$ cat src/rtl/mem_access_unit_pkg.sv
// Shared load/store types: operation codes, data word, unit FSM states and
// decode helpers used by the memory access unit and its lane aligner.
package mem_access_unit_pkg;

  typedef logic [31:0] word_t;

  typedef enum logic [2:0] {
    MEM_CTRL_NONE       = 3'd0,
    MEM_CTRL_READ_BYTE  = 3'd1,
    MEM_CTRL_READ_HALF  = 3'd2,
    MEM_CTRL_READ_WORD  = 3'd3,
    MEM_CTRL_STORE_BYTE = 3'd4,
    MEM_CTRL_STORE_HALF = 3'd5,
    MEM_CTRL_STORE_WORD = 3'd6
  } mem_ctrl_t;

  typedef enum logic [1:0] {
    MEM_IDLE = 2'd0,
    MEM_REQ  = 2'd1,
    MEM_RSP  = 2'd2,
    MEM_DONE = 2'd3
  } mem_fsm_t;

  function automatic logic ctrl_is_store(input mem_ctrl_t c);
    logic r;
    case (c)
      MEM_CTRL_STORE_BYTE, MEM_CTRL_STORE_HALF, MEM_CTRL_STORE_WORD: r = 1'b1;
      default: r = 1'b0;
    endcase
    return r;
  endfunction

  function automatic logic ctrl_is_load(input mem_ctrl_t c);
    logic r;
    case (c)
      MEM_CTRL_READ_BYTE, MEM_CTRL_READ_HALF, MEM_CTRL_READ_WORD: r = 1'b1;
      default: r = 1'b0;
    endcase
    return r;
  endfunction

  // Halfwords need addr[0]==0, words need addr[1:0]==0; bytes are always aligned.
  function automatic logic ctrl_misaligned(input mem_ctrl_t c, input logic [1:0] a);
    logic r;
    case (c)
      MEM_CTRL_READ_HALF, MEM_CTRL_STORE_HALF: r = a[0];
      MEM_CTRL_READ_WORD, MEM_CTRL_STORE_WORD: r = (a != 2'b00);
      default: r = 1'b0;
    endcase
    return r;
  endfunction

endpackage

$ cat src/rtl/mem_access_unit_lane_align.sv
// Combinational byte-lane steering for stores and extract/extend for loads.
// Kept stand-alone so the fetch path can reuse it for halfword fetches.
module mem_lane_align
  import mem_access_unit_pkg::*;
(
  input  mem_ctrl_t   ctrl_i,
  input  logic [1:0]  addr_lo_i,
  input  logic        load_unsigned_i,
  input  word_t       store_data_i,
  input  word_t       load_word_i,
  output logic [3:0]  wstrb_o,
  output word_t       wdata_o,
  output word_t       rdata_o
);

  logic [7:0]  byte_s;
  logic [15:0] half_s;

  assign byte_s = load_word_i[{addr_lo_i, 3'b000} +: 8];
  assign half_s = load_word_i[{addr_lo_i[1], 4'b0000} +: 16];

  // Store side: replicate the source so every enabled lane sees the right bytes.
  always_comb begin
    wstrb_o = 4'h0;
    wdata_o = 32'h0000_0000;
    case (ctrl_i)
      MEM_CTRL_STORE_BYTE: begin
        wstrb_o = 4'b0001 << addr_lo_i;
        wdata_o = {4{store_data_i[7:0]}};
      end
      MEM_CTRL_STORE_HALF: begin
        wstrb_o = addr_lo_i[1] ? 4'b1100 : 4'b0011;
        wdata_o = {2{store_data_i[15:0]}};
      end
      MEM_CTRL_STORE_WORD: begin
        wstrb_o = 4'hF;
        wdata_o = store_data_i;
      end
      default: begin
        wstrb_o = 4'h0;
        wdata_o = 32'h0000_0000;
      end
    endcase
  end

  // Load side: pick the addressed lane and extend; words ignore load_unsigned.
  always_comb begin
    rdata_o = 32'h0000_0000;
    case (ctrl_i)
      MEM_CTRL_READ_BYTE: begin
        if (load_unsigned_i) rdata_o = {24'h00_0000, byte_s};
        else                 rdata_o = {{24{byte_s[7]}}, byte_s};
      end
      MEM_CTRL_READ_HALF: begin
        if (load_unsigned_i) rdata_o = {16'h0000, half_s};
        else                 rdata_o = {{16{half_s[15]}}, half_s};
      end
      MEM_CTRL_READ_WORD: rdata_o = load_word_i;
      default:            rdata_o = 32'h0000_0000;
    endcase
  end

endmodule

$ cat src/rtl/mem_access_unit.sv
// Load/store execution unit: runs one valid/ready bus transaction per start,
// with alignment checking, response timeout and registered result outputs.
module mem_access_unit
  import mem_access_unit_pkg::*;
#(
  parameter int ADDR_W  = 32,
  parameter int TIMEOUT = 255
) (
  input  logic              clk,
  input  logic              rst_n,
  input  logic              start,
  input  mem_ctrl_t         mem_ctrl,
  input  logic              load_unsigned,
  input  word_t             addr,
  input  word_t             wdata,
  output logic              busy,
  output logic              done,
  output logic              err,
  output word_t             rdata,
  output logic              bus_req_valid,
  input  logic              bus_req_ready,
  output logic [ADDR_W-1:0] bus_addr,
  output logic              bus_we,
  output logic [3:0]        bus_wstrb,
  output word_t             bus_wdata,
  input  logic              bus_rsp_valid,
  input  word_t             bus_rdata
);

  localparam int CNT_W      = (TIMEOUT > 1) ? $clog2(TIMEOUT + 1) : 1;
  localparam bit TIMEOUT_EN = (TIMEOUT != 0);

  mem_fsm_t          state_q, state_d;
  logic [CNT_W-1:0]  cnt_q, cnt_d, cnt_inc_s;
  mem_ctrl_t         ctrl_q;
  logic [1:0]        addr_lo_q;
  logic              uns_q;
  logic              busy_q, done_q, err_q, req_valid_q, we_q;
  word_t             rdata_q, wdata_q;
  logic [ADDR_W-1:0] addr_q;
  logic [3:0]        wstrb_q;
  logic              err_d, launch_s, load_ok_s;

  mem_ctrl_t         align_ctrl_s;
  logic [1:0]        align_addr_s;
  logic [3:0]        align_wstrb_s;
  word_t             align_wdata_s, align_rdata_s;

  // In IDLE the aligner steers the incoming store; afterwards it decodes the captured load.
  assign align_ctrl_s = (state_q == MEM_IDLE) ? mem_ctrl   : ctrl_q;
  assign align_addr_s = (state_q == MEM_IDLE) ? addr[1:0]  : addr_lo_q;
  assign cnt_inc_s    = cnt_q + CNT_W'(1);

  mem_lane_align u_align (
    .ctrl_i          (align_ctrl_s),
    .addr_lo_i       (align_addr_s),
    .load_unsigned_i (uns_q),
    .store_data_i    (wdata),
    .load_word_i     (bus_rdata),
    .wstrb_o         (align_wstrb_s),
    .wdata_o         (align_wdata_s),
    .rdata_o         (align_rdata_s)
  );

  // Next-state, error and capture decisions for the transaction FSM.
  always_comb begin
    state_d   = state_q;
    cnt_d     = cnt_q;
    err_d     = 1'b0;
    launch_s  = 1'b0;
    load_ok_s = 1'b0;
    case (state_q)
      MEM_IDLE: begin
        if (!start) begin
          state_d = MEM_IDLE;
        end else if (mem_ctrl == MEM_CTRL_NONE) begin
          state_d = MEM_DONE;
        end else if (ctrl_misaligned(mem_ctrl, addr[1:0])) begin
          state_d = MEM_DONE;
          err_d   = 1'b1;
        end else begin
          state_d  = MEM_REQ;
          launch_s = 1'b1;
        end
      end
      MEM_REQ: begin
        if (bus_req_ready) begin
          state_d = MEM_RSP;
          cnt_d   = {CNT_W{1'b0}};
        end else begin
          state_d = MEM_REQ;
        end
      end
      MEM_RSP: begin
        if (bus_rsp_valid) begin
          state_d   = MEM_DONE;
          load_ok_s = ctrl_is_load(ctrl_q);
        end else if (TIMEOUT_EN && (cnt_inc_s == CNT_W'(TIMEOUT))) begin
          // TIMEOUT full cycles spent in RSP without a response.
          state_d = MEM_DONE;
          err_d   = 1'b1;
        end else begin
          cnt_d = TIMEOUT_EN ? cnt_inc_s : cnt_q;
        end
      end
      MEM_DONE: state_d = MEM_IDLE;
      default:  state_d = MEM_IDLE;
    endcase
  end

  // State, counter, request registers and registered status outputs.
  always_ff @(posedge clk or negedge rst_n) begin
    if (!rst_n) begin
      state_q     <= MEM_IDLE;
      cnt_q       <= {CNT_W{1'b0}};
      ctrl_q      <= MEM_CTRL_NONE;
      addr_lo_q   <= 2'b00;
      uns_q       <= 1'b0;
      busy_q      <= 1'b0;
      done_q      <= 1'b0;
      err_q       <= 1'b0;
      rdata_q     <= 32'h0000_0000;
      req_valid_q <= 1'b0;
      addr_q      <= {ADDR_W{1'b0}};
      we_q        <= 1'b0;
      wstrb_q     <= 4'h0;
      wdata_q     <= 32'h0000_0000;
    end else begin
      state_q     <= state_d;
      cnt_q       <= cnt_d;
      busy_q      <= (state_d != MEM_IDLE);
      done_q      <= (state_d == MEM_DONE);
      err_q       <= err_d;
      req_valid_q <= (state_d == MEM_REQ);
      if (launch_s) begin
        ctrl_q    <= mem_ctrl;
        addr_lo_q <= addr[1:0];
        uns_q     <= load_unsigned;
        addr_q    <= ADDR_W'({addr[31:2], 2'b00});
        we_q      <= ctrl_is_store(mem_ctrl);
        wstrb_q   <= align_wstrb_s;
        wdata_q   <= align_wdata_s;
      end
      if (load_ok_s) begin
        rdata_q <= align_rdata_s;
      end
    end
  end

  assign busy          = busy_q;
  assign done          = done_q;
  assign err           = err_q;
  assign rdata         = rdata_q;
  assign bus_req_valid = req_valid_q;
  assign bus_addr      = addr_q;
  assign bus_we        = we_q;
  assign bus_wstrb     = wstrb_q;
  assign bus_wdata     = wdata_q;

endmodule

$ cat config.mk
export PLATFORM = sky130hd
export DESIGN_NAME = mem_access_unit
export DESIGN_NICKNAME = d
export VERILOG_FILES = /design/src/rtl/mem_access_unit_pkg.sv /design/src/rtl/mem_access_unit_lane_align.sv /design/src/rtl/mem_access_unit.sv
export SDC_FILE = /design/constraint.sdc
export NUM_CORES = 1
export LEC_CHECK = 0
export BUFFER_PORTS_ARGS = -buffer_cell sky130_fd_sc_hd__buf_2
export CORE_ASPECT_RATIO = 1.1
export CORE_MARGIN = 10
export CORE_UTILIZATION = 51
export CTS_CLUSTER_DIAMETER = 40
export DETAILED_ROUTE_END_ITERATION = 6
export PLACE_DENSITY = 0.81
export SYNTH_ARGS = -nofsm -noshare
export SYNTH_HDL_FRONTEND = slang
export SYNTH_HIERARCHICAL = 1
export SYNTH_SLANG_ARGS = --single-unit
$ cat constraint.sdc
create_clock -name clk -period 3.3 [get_ports clk]
set_input_delay 0.66 -clock clk [delete_from_list [all_inputs] [get_ports clk]]
set_output_delay 0.66 -clock clk [all_outputs]
set_load 0.02 [all_outputs]
==> qor.csv, run 1 <==
metric;value;unit
Slowest cell on crit path;mux2_2;
most common cell in the netlist;dfrtp_1;
Core ar.;0.01209;mm²
Clock Tree Buf Depth;2;
EDFF count, synth;0;
gp weighted congestion;0.8723;
Crit. Startpoint;state_q[0];
worst-skew pair later-pin latency;0.42;ns
RSZ-0062 raised after global routing;false;
CTS sink cnt;119;
Worst Path Max Fanout;20;
Vias;4989;
DR iter-0 viols;283;
max frequency;367.3;MHz
# H-tree levels;4;
final hold violation count;0;
antenna violations before repair;0;
class of the worst hold path;in2async;
worst reg2reg path depth;6;
Clk pin slew, worst setup/hold paths;0.05;ns
Post-CTS Repair Setup Buffers;0;
top cell type's share of synthesized area;47.04;%
synth unique cells;61;
largest net degree at the start of global routing;52;
R2R Path End;rdata[1];
WL/cell;20.06;µm
drt pass-1 iters;4;
Synth Flop Type;dfrtp_1;
pre-CTS WS;0.5873;ns
worst vdd ir;0.6032;mV
Critical Path End Type;flip-flop;
Routed Wire Length;18.21;mm
synth top area cells;dfrtp_1, mux2_2, mux2_4, mux2i_1, and2_1;
Final WS setup;0.5777;ns
Period minus WS final;2.722;ns
die height;136.9;µm
Num CTS Buffers;17;
RR Startpoint;state_q[0];
Post-synth top cells;dfrtp_1, mux2_2, mux2_4;
worst path required time;3.60;ns
Max Cap Viol;0;
# rows;42;
critical path launch point type;flip-flop;
area leader, netlist;dfrtp_1;
ys async rst share;100.0;%
Die W;126.2;µm
crit-path cells;nor2_4, mux2_2, nor3b_1, o211a_1, a221o_1, mux2_2;
Syn Area/Cell;11.75;µm²
GRT Util Overall;20.63;%
Final Slew Violations;0;
Post-CTS Resized;0;
Buffers on Ports;207;
Die Footprint;0.01728;mm²
share of cells above drive strength 1;48.28;%
register area share after synthesis;47.04;%
Netlist Area Pre-Place;0.006331;mm²
R2R setup slack;0.58;ns
period utilization;82.49;%
most used cell, CP;mux2_2;
fillers;968;
global route total overflow;0;
first-pass GRT wire length;28.70;mm
Power Density;1051;mW/mm²
Vias per Instance;5.494;
Tightest Pin Transition;0.7296;ns
slowest stage delay, CP;0.56;ns
Ys Warns;6;
Antenna Cells;0;
Initial Util;52.38;%
number of global-route vias before repair;5303;
run status;completed;
Setup Skew;0.005303;ns
Nets;848;
Crit Path Class;reg2reg;
setup_tns;0;ns
CTS tree;yes;
DRC violations left;0;
Syn Inst Count;539;
critical path data arrival time;3.02;ns
Area Overhead vs Synth;27.87;%
Finish-stage setup viols;0;
clock root cell;clkbuf_16;
hpwl dp;13.38;mm
num ports;210;
fin util;66.98;%
register bit count reported by yosys;119;
Max transition margin;51.36;%
hold buffer count at cts;0;
Pleak;4.268;nW
Hold WS;0.2476;ns
post-route ant nets;0;
layer usage:
layer	up-vias	routed length (µm)	global-route usage, %
met2	183	9283	34.85
met4	0	319	6.582
met5	-	0	0
met1	2458	6948	22.80
li1	2322	-	-
met3	26	1661	9.365
worst max-delay path by stage:
| stage | endpoint | cells past startpoint | slack, ns |
|---|---|---|---|
| 2_1_floorplan | rdata[20] | 7 | 0.96 |
| 4_1_cts | rdata[1] | 6 | 0.58 |
| 6_report | rdata[1] | 6 | 0.58 |
| 5_1_grt | bus_wstrb[0] | 6 | 0.35 |
| 3_3_place_gp | bus_wstrb[3] | 6 | 0.68 |
| 3_5_place_dp | addr_lo_q[1] | 6 | 0.59 |
through the flow:
stage | area, µm² | instances | power [mW]
2_1_floorplan | 6335 | 540 | 5.342
3_3_place_gp | 7458 | 876 | 6.420
3_5_place_dp | 7458 | 876 | 6.552
4_1_cts | 8095 | 908 | 8.584
5_1_grt | 8095 | 908 | 8.988
6_report | 8095 | 908 | 8.510
final cells by class:
| class | instances | area, µm² | share of cell area (%) |
|---|---|---|---|
| multi-input combinational | 375 | 3112 | 38.44 |
| sequential | 119 | 2978 | 36.79 |
| timing repair buffer | 216 | 1131 | 13.97 |
| clock buffer | 23 | 498.0 | 6.151 |
| tap | 154 | 192.7 | 2.380 |
| clock inverter | 9 | 138.9 | 1.716 |
| inverter | 12 | 45.04 | 0.5564 |
where the power goes:
part | switching (mW) | leakage (nW) | total (mW) | internal [mW]
Combinational | 2.27 | 2.44 | 4.05 | 1.78
Sequential | 0.419 | 1.53 | 2.49 | 2.08
Clock | 0.676 | 0.302 | 1.97 | 1.29
placed cells by master (no fill, tap or decap), drive strengths merged, types with 19 or more instances in the layout:
master,Yosys,routed
a21oi,19,19
mux2i,24,24
dfrtp,119,119
and2,26,26
nand2,43,43
clkbuf,9,23
mux2,109,109
buf,25,216
nor2,30,30
state kept, by name, indices dropped and copies added, names as in the netlist, 2 cells and up:
signal     flops
rdata         32
bus_wstrb      4
bus_addr      30
addr_lo_q      2
ctrl_q         3
bus_wdata     32
cnt_q          8
state_q        2
cells by family (layout without fill, tap and decap cells):
logic type | Yosys count | count (layout) | synth area share, %
muxes | 134 | 134 | 26.26
and+or+nand+nor | 147 | 147 | 12.33
other | 1 | 2 | 0.05923
adders and majority gates | 2 | 2 | 0.3952
buffers and inverters | 46 | 260 | 4.012
DFF | 119 | 119 | 47.04
xor gates and xnor gates | 3 | 3 | 0.4151
AOI/OAI and AO/OA | 87 | 87 | 9.487
critical path: cells and delay by family (launching register included):
kind / cells / cell delay [ns]
mux: 2 / 0.83
flops: 1 / 0.55
compound gates: 2 / 0.71
simple gates: 2 / 0.50
Power figures use the tool's default switching activity.
==> inputs of run 2 (changes only) <==
- CORE_UTILIZATION: 51 -> 46
- PLACE_DENSITY: 0.81 -> 0.77
- clock period: 3.3 -> 2.4 ns (I/O delays scaled with it)
==> qor.csv, run 2 (synthesis gave the netlist of run 1 again) <==
metric;value;unit;change
RSZ-0062 raised after global routing;true;;
share of cells above drive strength 1;49.80;%;+1.5 points
Non-Filler Instances;954;;+5.1%
period utilization;97.42;%;+15 points
worst-skew pair later-pin latency;0.42;ns;about the same
Max transition margin;51.82;%;+0.46 points
Die W;131.9;µm;+4.5%
class of the worst hold path;in2async;;
Internal Power;7.149;mW;+39%
num ports;210;;unchanged
Worst Path Max Fanout;7;;-65%
max frequency;427.7;MHz;+16%
Max Cap Viol;0;;unchanged
Finish-stage setup viols;0;;unchanged
drt pass-1 iters;7;;+3
commonest non-fill, non-tap cell in the layout;buf_2;;
Gate power share;49.8;%;+2.2 points
post-route cell area;0.008258;mm²;+2.0%
Tightest Pin Transition;0.7194;ns;-0.01026 ns
global route total overflow;0;;unchanged
run status;completed;;
hpwl dp;13.63;mm;+1.9%
largest net degree at the start of global routing;120;;+130%
clock root cell;clkbuf_16;;
post-route ant nets;0;;unchanged
Routed Wire Length;18.46;mm;+1.3%
Die Footprint;0.01886;mm²;+9.2%
Area Overhead vs Synth;30.43;%;
die height;143.0;µm;+4.5%
switching power;4.732;mW;+41%
Period minus WS final;2.338;ns;-0.3841 ns
Final Slew Violations;0;;unchanged
Crit Path Class;reg2reg;;
pre-CTS WS;0.05386;ns;-0.5335 ns
Core ar.;0.01332;mm²;+10%
# H-tree levels;4;;unchanged
Vias per Instance;5.330;;-3.0%
Num CTS Buffers;17;;unchanged
number of global-route vias before repair;5474;;+3.2%
commonest non-fill, non-tap cells in the layout;buf_2, dfrtp_1, mux2_2, mux2_4, nand2_1;;
setup_tns;0;ns;unchanged
Critical Path End Type;flip-flop;;
fin util;61.98;%;-5.0 points
Nets;863;;+1.8%
critical path data arrival time;2.64;ns;-0.38 ns
Hold WS;0.1610;ns;-0.08661 ns
critical path launch point type;flip-flop;;
Power Density;1439;mW/mm²;+37%
worst path required time;2.70;ns;-0.90 ns
Sw Ratio;39.83;%;+0.29 points
Placed Cells;919;;+4.9%
worst vdd ir;0.7328;mV;+21%
CTS sink cnt;119;;unchanged
most used cell, CP;mux2_2;;
Clock Tree Buf Depth;2;;unchanged
Pleak;4.333;nW;+1.5%
WL/cell;19.35;µm;-3.5%
Clk pin slew, worst setup/hold paths;0.06;ns;about the same
Vias;5085;;+1.9%
CTS tree;yes;;
slowest stage delay, CP;0.41;ns;-0.15 ns
Initial Util;47.52;%;-4.9 points
placed inst area;0.007619;mm²;+2.1%
Buffers on Ports;207;;unchanged
Clock power frac;22.0;%;-1.1 points
final hold violation count;0;;unchanged
Reg power frac;28.2;%;-1.1 points
Setup Skew;0.008027;ns;+0.002724 ns
Total Power;11.88;mW;+40%
antenna violations before repair;1;;+1
GRT Util Overall;19.23;%;-1.4 points
Final WS setup;0.06180;ns;-0.5159 ns
crit-path cells;nor2_4, buf_4, mux2_2, nor2b_1, o211a_2, a221o_1, mux2_2;;
# rows;44;;+4.8%
gp weighted congestion;0.8521;;-2.3%
hold buffer count at cts;0;;unchanged
first-pass GRT wire length;29.18;mm;+1.7%
DRC violations left;0;;unchanged
DR iter-0 viols;245;;-13%
Slowest cell on crit path;dfrtp_1;;
-- run 2: changes by cell type in the layout (fill, tap and decap cells not counted), sizes merged --
| cell | previous run | this run |
|---|---|---|
| clkinvlp | 3 | 4 |
| clkbuf | 23 | 17 |
| clkinv | 2 | 7 |
| diode | 0 | 1 |
| buf | 216 | 231 |
-- run 2: power by group through the flow --
stage	Clock [mW]	Sequential, mW	Combinational [mW]
finish	2.61	3.35	5.92
global route	2.75	3.47	6.38
CTS	2.65	3.35	5.91
detailed placement	0	3.37	5.88
global placement	0	3.32	5.74
floorplan	0	4.23	3.11
-- run 2: worst max-delay path: cells and delay by family (launching register included) --
family                 cells  cell delay [ns]
AOI/OAI and AO/OA          2             0.69
muxes                      2             0.59
DFF                        1             0.41
and+or+nand+nor            2             0.38
buffers and inverters      1             0.15
-- run 2: worst paths after layout --
check	to	start	cells past startpoint	slack, ns
max reg2reg	rdata[4]	state_q[1]	7	0.06
min	bus_addr[27]	rst_n	2	0.16
min reg2reg	bus_we	bus_we	2	0.49
max	rdata[4]	state_q[1]	7	0.06
min in group clk	bus_addr[15]	addr[15]	2	0.29
max in group asynchronous	cnt_q[2]	rst_n	2	1.78
-- run 2: cell type report --
cell class	instances	area, µm²
diodes	1	2.502
clock buffers	17	425.4
clock inverters	15	178.9
fillers	1115	5065
inverters	12	45.04
multi-input cells	375	3129
flip-flops and latches	119	2978
well taps	184	230.2
repair buffers	231	1269
-- run 2: repair_timing --
action                     in CTS  in global routing
setup endpoints to repair       0                 42
setup buffers                   0                  2
resized for setup               0                  5
-- run 2: routing by layer --
layer	track usage, %	vias to the layer above	share of wire [%]
met5	0	-	0.070
met4	6.620	2	1.9
met3	7.719	33	7.7
met2	32.56	190	51
met1	21.70	2518	39
li1	-	2342	-
